**config.mk**
```make
export PLATFORM = sky130hd
export DESIGN_NAME = logic_op_pipe
export DESIGN_NICKNAME = d
export VERILOG_FILES = /design/src/rtl/logic_op_pkg.sv /design/src/rtl/logic_op_core.sv /design/src/rtl/logic_op_pipe.sv
export SDC_FILE = /design/constraint.sdc
export NUM_CORES = 1
export LEC_CHECK = 0
export ABC_AREA = 0
export BUFFER_PORTS_ARGS = -buffer_cell sky130_fd_sc_hd__clkbuf_2
export CORE_UTILIZATION = 28
export CTS_CLUSTER_DIAMETER = 200
export CTS_CLUSTER_SIZE = 8
export DETAILED_ROUTE_END_ITERATION = 10
export PLACE_DENSITY = 0.48
export SYNTH_ARGS = -nofsm -noshare
export SYNTH_HDL_FRONTEND = slang
export SYNTH_SLANG_ARGS = --single-unit
```
**constraint.sdc**
```tcl
create_clock -name clk -period 2.1 [get_ports clk]
set_clock_uncertainty 0.1 [all_clocks]
set_input_delay 0.21 -clock clk [delete_from_list [all_inputs] [get_ports clk]]
set_output_delay 0.21 -clock clk [all_outputs]
set_load 0.01 [all_outputs]
```
**src/rtl/logic_op_pkg.sv**
```systemverilog
// Shared op-code definitions for the logic_op_pipe slice.
package logic_op_pkg;

  localparam int unsigned OP_W = 3;

  localparam logic [OP_W-1:0] OP_AND    = 3'd0;
  localparam logic [OP_W-1:0] OP_OR     = 3'd1;
  localparam logic [OP_W-1:0] OP_XOR    = 3'd2;
  localparam logic [OP_W-1:0] OP_NAND   = 3'd3;
  localparam logic [OP_W-1:0] OP_NOR    = 3'd4;
  localparam logic [OP_W-1:0] OP_XNOR   = 3'd5;
  localparam logic [OP_W-1:0] OP_NOT_A  = 3'd6;
  localparam logic [OP_W-1:0] OP_PASS_A = 3'd7;

endpackage

```
**src/rtl/logic_op_core.sv**
```systemverilog
// Combinational WIDTH-bit bitwise logic unit, eight operations selected by op.
module logic_op_core
  import logic_op_pkg::*;
#(
  parameter int unsigned WIDTH = 8
) (
  input  logic [WIDTH-1:0] a,
  input  logic [WIDTH-1:0] b,
  input  logic [OP_W-1:0]  op,
  output logic [WIDTH-1:0] y_c
);

  always_comb begin
    y_c = a;
    case (op)
      OP_AND:    y_c = a & b;
      OP_OR:     y_c = a | b;
      OP_XOR:    y_c = a ^ b;
      OP_NAND:   y_c = ~(a & b);
      OP_NOR:    y_c = ~(a | b);
      OP_XNOR:   y_c = ~(a ^ b);
      OP_NOT_A:  y_c = ~a;
      OP_PASS_A: y_c = a;
      default:   y_c = a;
    endcase
  end

endmodule

```
**src/rtl/logic_op_pipe.sv**
```systemverilog
// Registered bitwise logic unit with valid/ready on both sides, 2-entry skid and
// saturating completion counter. Define LOGIC_OP_PARITY_EN to add out_parity.
module logic_op_pipe
  import logic_op_pkg::*;
#(
  parameter int unsigned WIDTH = 8,
  parameter int unsigned CNT_W = 16
) (
  input  logic             clk,
  input  logic             rst_n,
  input  logic             in_valid,
  output logic             in_ready,
  input  logic [WIDTH-1:0] in_a,
  input  logic [WIDTH-1:0] in_b,
  input  logic [OP_W-1:0]  in_op,
  output logic             out_valid,
  input  logic             out_ready,
  output logic [WIDTH-1:0] out_y,
  output logic [OP_W-1:0]  out_op,
  output logic [CNT_W-1:0] txn_count
`ifdef LOGIC_OP_PARITY_EN
  ,
  output logic             out_parity
`endif
);

  logic [WIDTH-1:0] core_y_c;
  logic             accept_c, emit_c;

  logic             main_valid, main_valid_d, skid_valid, skid_valid_d;
  logic [WIDTH-1:0] main_y, main_y_d, skid_y, skid_y_d;
  logic [OP_W-1:0]  main_op, main_op_d, skid_op, skid_op_d;
  logic             ready_q, ready_d;
  logic [CNT_W-1:0] cnt, cnt_d;
`ifdef LOGIC_OP_PARITY_EN
  logic             main_par, main_par_d, skid_par, skid_par_d;
`endif

  // Results are computed before storage so both registers hold finished beats.
  logic_op_core #(.WIDTH(WIDTH)) u_core (
    .a   (in_a),
    .b   (in_b),
    .op  (in_op),
    .y_c (core_y_c)
  );

  assign accept_c = in_valid & ready_q;
  assign emit_c   = main_valid & out_ready;

  always_comb begin
    main_valid_d = main_valid;
    main_y_d     = main_y;
    main_op_d    = main_op;
    skid_valid_d = skid_valid;
    skid_y_d     = skid_y;
    skid_op_d    = skid_op;
    cnt_d        = cnt;
`ifdef LOGIC_OP_PARITY_EN
    main_par_d   = main_par;
    skid_par_d   = skid_par;
`endif
    if (emit_c) begin
      if (skid_valid) begin
        main_y_d     = skid_y;
        main_op_d    = skid_op;
        skid_valid_d = 1'b0;
`ifdef LOGIC_OP_PARITY_EN
        main_par_d   = skid_par;
`endif
      end else if (accept_c) begin
        main_y_d     = core_y_c;
        main_op_d    = in_op;
`ifdef LOGIC_OP_PARITY_EN
        main_par_d   = ^core_y_c;
`endif
      end else begin
        main_valid_d = 1'b0;
      end
      if (cnt != {CNT_W{1'b1}}) begin
        cnt_d = cnt + CNT_W'(1);
      end
    end else if (accept_c) begin
      // Main is held while stalled, so a second beat parks in the skid.
      if (!main_valid) begin
        main_valid_d = 1'b1;
        main_y_d     = core_y_c;
        main_op_d    = in_op;
`ifdef LOGIC_OP_PARITY_EN
        main_par_d   = ^core_y_c;
`endif
      end else begin
        skid_valid_d = 1'b1;
        skid_y_d     = core_y_c;
        skid_op_d    = in_op;
`ifdef LOGIC_OP_PARITY_EN
        skid_par_d   = ^core_y_c;
`endif
      end
    end
    ready_d = ~skid_valid_d;
  end

  always_ff @(posedge clk) begin
    if (!rst_n) begin
      main_valid <= 1'b0;
      main_y     <= '0;
      main_op    <= '0;
      skid_valid <= 1'b0;
      skid_y     <= '0;
      skid_op    <= '0;
      ready_q    <= 1'b0;
      cnt        <= '0;
`ifdef LOGIC_OP_PARITY_EN
      main_par   <= 1'b0;
      skid_par   <= 1'b0;
`endif
    end else begin
      main_valid <= main_valid_d;
      main_y     <= main_y_d;
      main_op    <= main_op_d;
      skid_valid <= skid_valid_d;
      skid_y     <= skid_y_d;
      skid_op    <= skid_op_d;
      ready_q    <= ready_d;
      cnt        <= cnt_d;
`ifdef LOGIC_OP_PARITY_EN
      main_par   <= main_par_d;
      skid_par   <= skid_par_d;
`endif
    end
  end

  assign in_ready  = ready_q;
  assign out_valid = main_valid;
  assign out_y     = main_y;
  assign out_op    = main_op;
  assign txn_count = cnt;
`ifdef LOGIC_OP_PARITY_EN
  assign out_parity = main_par;
`endif

endmodule

```
Word level (Yosys, flattened, before mapping)
Index checks and enable logic that the tools add are counted.

Bits in registers: 41. Bits of input ports: 23. Logic and storage cells: 56.

Add/sub/neg operators: 1. Eq/ne operators: 11. Muxes and demuxes: 18. Bitwise logic cells: 11. Reduce and logical (&&, ||, !) cells: 7.

Operators by type and width (count): $pmux 8 s8 (1); $mux 8 (5); $not 8->8 (4); $add 16x1->16 const B (1); $ne 16x16->1 const B (1); $mux 3 (5); $eq 3x3->1 const B (4); $reduce_and 3->1 (3); $and 8x8->8 (1); $or 8x8->8 (1); $xor 8x8->8 (1); $mux 1 (7); $eq 3x2->1 const B (2); $ne 2x2->1 const B (3); $reduce_bool 2->1 (2); $eq 3x1->1 const B (1); $logic_not 3->1 (1); $and 1x1->1 (2); $not 1->1 (2); $reduce_and 2->1 (1).

Logic depth before layout (Yosys ltp)
Depth after elaboration: 6. Gate-level depth with buffers: 8.

Hierarchy
From an unflattened synthesis, not the netlist that was laid out.

Cell total of the unflattened synthesis: 346. Area total of the unflattened synthesis: 2810.2 um2.

Modules (own cells, without submodules): logic_op_pipe (instances 1, cells an instance 225, area each 1856.8 um2, seq. area each 820.8 um2); logic_op_core (instances 1, cells an instance 121, area each 953.4 um2, seq. area each 0.0 um2).

Least setup slack after synthesis
Ideal clock, no wire load.

Kind: flip-flop to flip-flop. Start point: register cnt[0] (netlist: txn_count[0]). End point: register cnt[10] (netlist: txn_count[10]). Setup time: 0.115 ns. Arrival time: 1.452 ns. Path slack: 0.433 ns. Stages on the path, launching flop included: 6. Clock period less this slack: 1.667 ns. Cell sequence: dfxtp_1 > ha_1 > nand2_1 > a2111oi_0 > xor2_1 > and2_1.

Word-level cells in the longest chain between the ends: 2. Elaborated cells between the ends (all ways): 3. Classes of those cells: 1 x add/sub; 1 x eq/ne; 1 x reduce/logical.

Ends and longest elaborated chain: start, declared (RTL line logic_op_pipe.sv:34) `logic [CNT_W-1:0] cnt, cnt_d;`; start signal, assigned (RTL line logic_op_pipe.sv:125) `cnt <= cnt_d;`; branches (longest 2 deep; another with $add 16x1->16).

Parallel ways; which one is timed is not known. A chain may end at the register's enable or synchronous reset.

Worst setup path in the final report
Start point: register cnt[0] (netlist: txn_count[0]). End point: register cnt[3] (netlist: txn_count[3]).

Same word-level chain as after synthesis.

==> out/qor.csv <==
metric,value,unit
status,"finished, final reports clean",
core area,9240,um2
Critical Path RT,2.19,ns
Yosys reg bits,41,
"critical path fanouts, max",6,
global-route wire length before repair,10200,um
mapped cell area,2680,um2
Post-synth EDFFs,0,
DRC Markers,0,
Final Cell Area,3230,um2
asr flop ratio synth,0,%
largest net degree at the start of global routing,30,
most instantiated cells after synthesis,"41 x dfxtp_1, 38 x nand2_1, 23 x inv_1",
placed insts,485,
Port Buffer Count,51,
cells after synthesis,312,
ANT nets after route,0,
Yosys top cell area share,30.6,%
largest family of logic cells by synthesized area,simple AND/OR/NAND/NOR gates,
Via density,4.71,
Total GRT Usage,12.7,%
setup ws final,0.296,ns
"Arr. time, crit path",1.89,ns
pre-CTS setup slack,0.198,ns
CP endpoint kind,flop,
Clock Sinks,41,
Tot Pwr,0.00189,W
setup bufs post-CTS,0,
starting DRC count in detailed routing,67,
Worst-Skew Late Latency,0.29,ns
Hold Crit Class,primary input to flop,
simple-gate share of the synthesized area,20.1,%
DP HPWL,4680,um
Die Width,99.9,um
Fin. Hold Viols,0,
Startpoint Class,flop,
layout cell share with drive strength beyond 1,24.2,%
Slew @ Worst Pin,1.00,ns
Slew headroom,33.2,%
initial antenna violation count,0,
setup violators final,0,
die area,9980,um2
Yosys cell types,47,
WL final,6180,um
Pwr Density,587,nW/um2
TritonCTS clock tree,yes,
Final Wtd Congestion,0.783,
Post-CTS Hold Fix Bufs,0,
fin crit share,85.9,%
Pleak,1.45,nW
synth top area cells,"dfxtp_1 31%, ha_1 7.9%, mux2i_1 5.6%",
CTS max path bufs,2,
Crit Path Category,flop to flop,
via count,2320,
syn_nets,352,
Rows,35,
Num CTS Buffers,5,
min cycle time layout,1.80,ns
Synth area leader,dfxtp_1,
final cell count without fillers,493,
Final TNS setup,0,ns
CTS root buffer,clkbuf_8,
"Clk pin slew, worst setup/hold paths",0.08,ns
Die H,99.9,um
post-synthesis xor/xnor area fraction,3.26,%
post-synthesis area per instance,8.60,um2
Yosys warning count,0,
effective utilization at floorplan,29.0,%
ys flop type,dfxtp_1,
DR WL/cell,12.5,um
vias in the first global route,2149,
post-synthesis mux area share,12.0,%
Synth Area in Compound Gates,19.8,%
n_diodes,0,
CTS H-Tree Depth,2,
I/O pin count,52,
f_max,554,MHz
most numerous cell in the Yosys netlist,dfxtp_1,
Area growth syn-to-layout,20.4,%
Max Cap Viol,0,
Placed Instance Area,3090,um2
DR pass1 iterations,4,
worst vdd ir,0.000273,V
GR Overflow Total,0,
fin nets,403,
pins over their slew limit,0,
RSZ-0062 raised after global routing,no,
sequential element share of the synthesized area,30.6,%
Synth Area in Adders,7.93,%
-- worst max-delay path, stage by stage (launching register included) --
cell and delay [ns]:
dfxtp_1 0.42, ha_1 0.27, nand2_1 0.11, nor4_4 0.29
a21oi_2 0.18, and4_4 0.23, mux2i_1 0.10
-- layout by cell type (no fill, tap or decap), drive strengths merged, types with 7 or more instances in the layout --
cell    netlist  final
clkbuf       10     56
dfxtp        41     41
nand2        38     38
inv          24     25
o21ai        22     22
ha           17     17
nor2         15     15
mux2i        15     15
a22o         14     14
and2         11     11
nand2b       10     10
a21oi        10     10
buf           6      9
nand3         8      8
xor2          7      7
-- final timing paths --
path / slack, ns / cells after the start / to / start
min: 0.16 / 3 / out_valid / in_valid
max: 0.30 / 6 / txn_count[3] / txn_count[0]
max reg2reg: 0.30 / 6 / txn_count[3] / txn_count[0]
min reg2reg: 0.36 / 2 / skid_op[0] / skid_op[0]
-- flip-flops by register name, indices dropped and copies added, names as in the netlist --
register	flops
out_valid	1
out_op	3
skid_y	8
txn_count	16
skid_op	3
out_y	8
in_ready	1
skid_valid	1
-- report_power, final --
group	total (W)	switching [W]	internal [W]	leakage, nW
Sequential	0.000815	0.0000155	0.000799	0.332
Clock	0.000772	0.000294	0.000479	0.0687
Combinational	0.000308	0.000164	0.000144	1.05
-- metal layers --
| metal | vias to the layer above | share of wire, % | global-route usage, % | wire length, um |
|---|---|---|---|---|
| met4 | 0 | 0.71 | 3.39 | 44 |
| met3 | 4 | 4.1 | 2.51 | 252 |
| met1 | 1045 | 49 | 16.5 | 3040 |
| met5 | - | 0 | 0 | 0 |
| li1 | 1221 | - | - | - |
| met2 | 50 | 46 | 21.5 | 2840 |
-- through the flow --
stage	util, %	hold slack (ns)
after floorplan	-	0.265
after global placement	33.4	0.350
after detailed placement	33.4	0.356
after CTS	34.9	0.143
after global routing	34.9	0.161
final	34.9	0.161
-- cell type report --
| type | count | area (um2) |
|---|---|---|
| clock buffers | 5 | 68.8 |
| clock inverters | 3 | 68.8 |
| fillers | 989 | 6010 |
| multi-input cells | 231 | 1690 |
| repair buffers | 60 | 323 |
| well taps | 129 | 161 |
| inverters | 24 | 92.6 |
| flip-flops and latches | 41 | 821 |
-- logic make-up after synthesis --
kind of cell               after synthesis
and+or+nand+nor                        103
AOI/OAI and AO/OA                       76
DFF                                     41
buffers and inverters                   40
muxes                                   25
adders and majority gates               17
xor gates and xnor gates                10
-- timing repair --
item / in CTS / in global routing
resized for setup: 0 / 1
setup endpoints to repair: 0 / 1
endpoints found under the hold margin: 0 / 0
No activity file was read; power rests on OpenSTA's default activity.
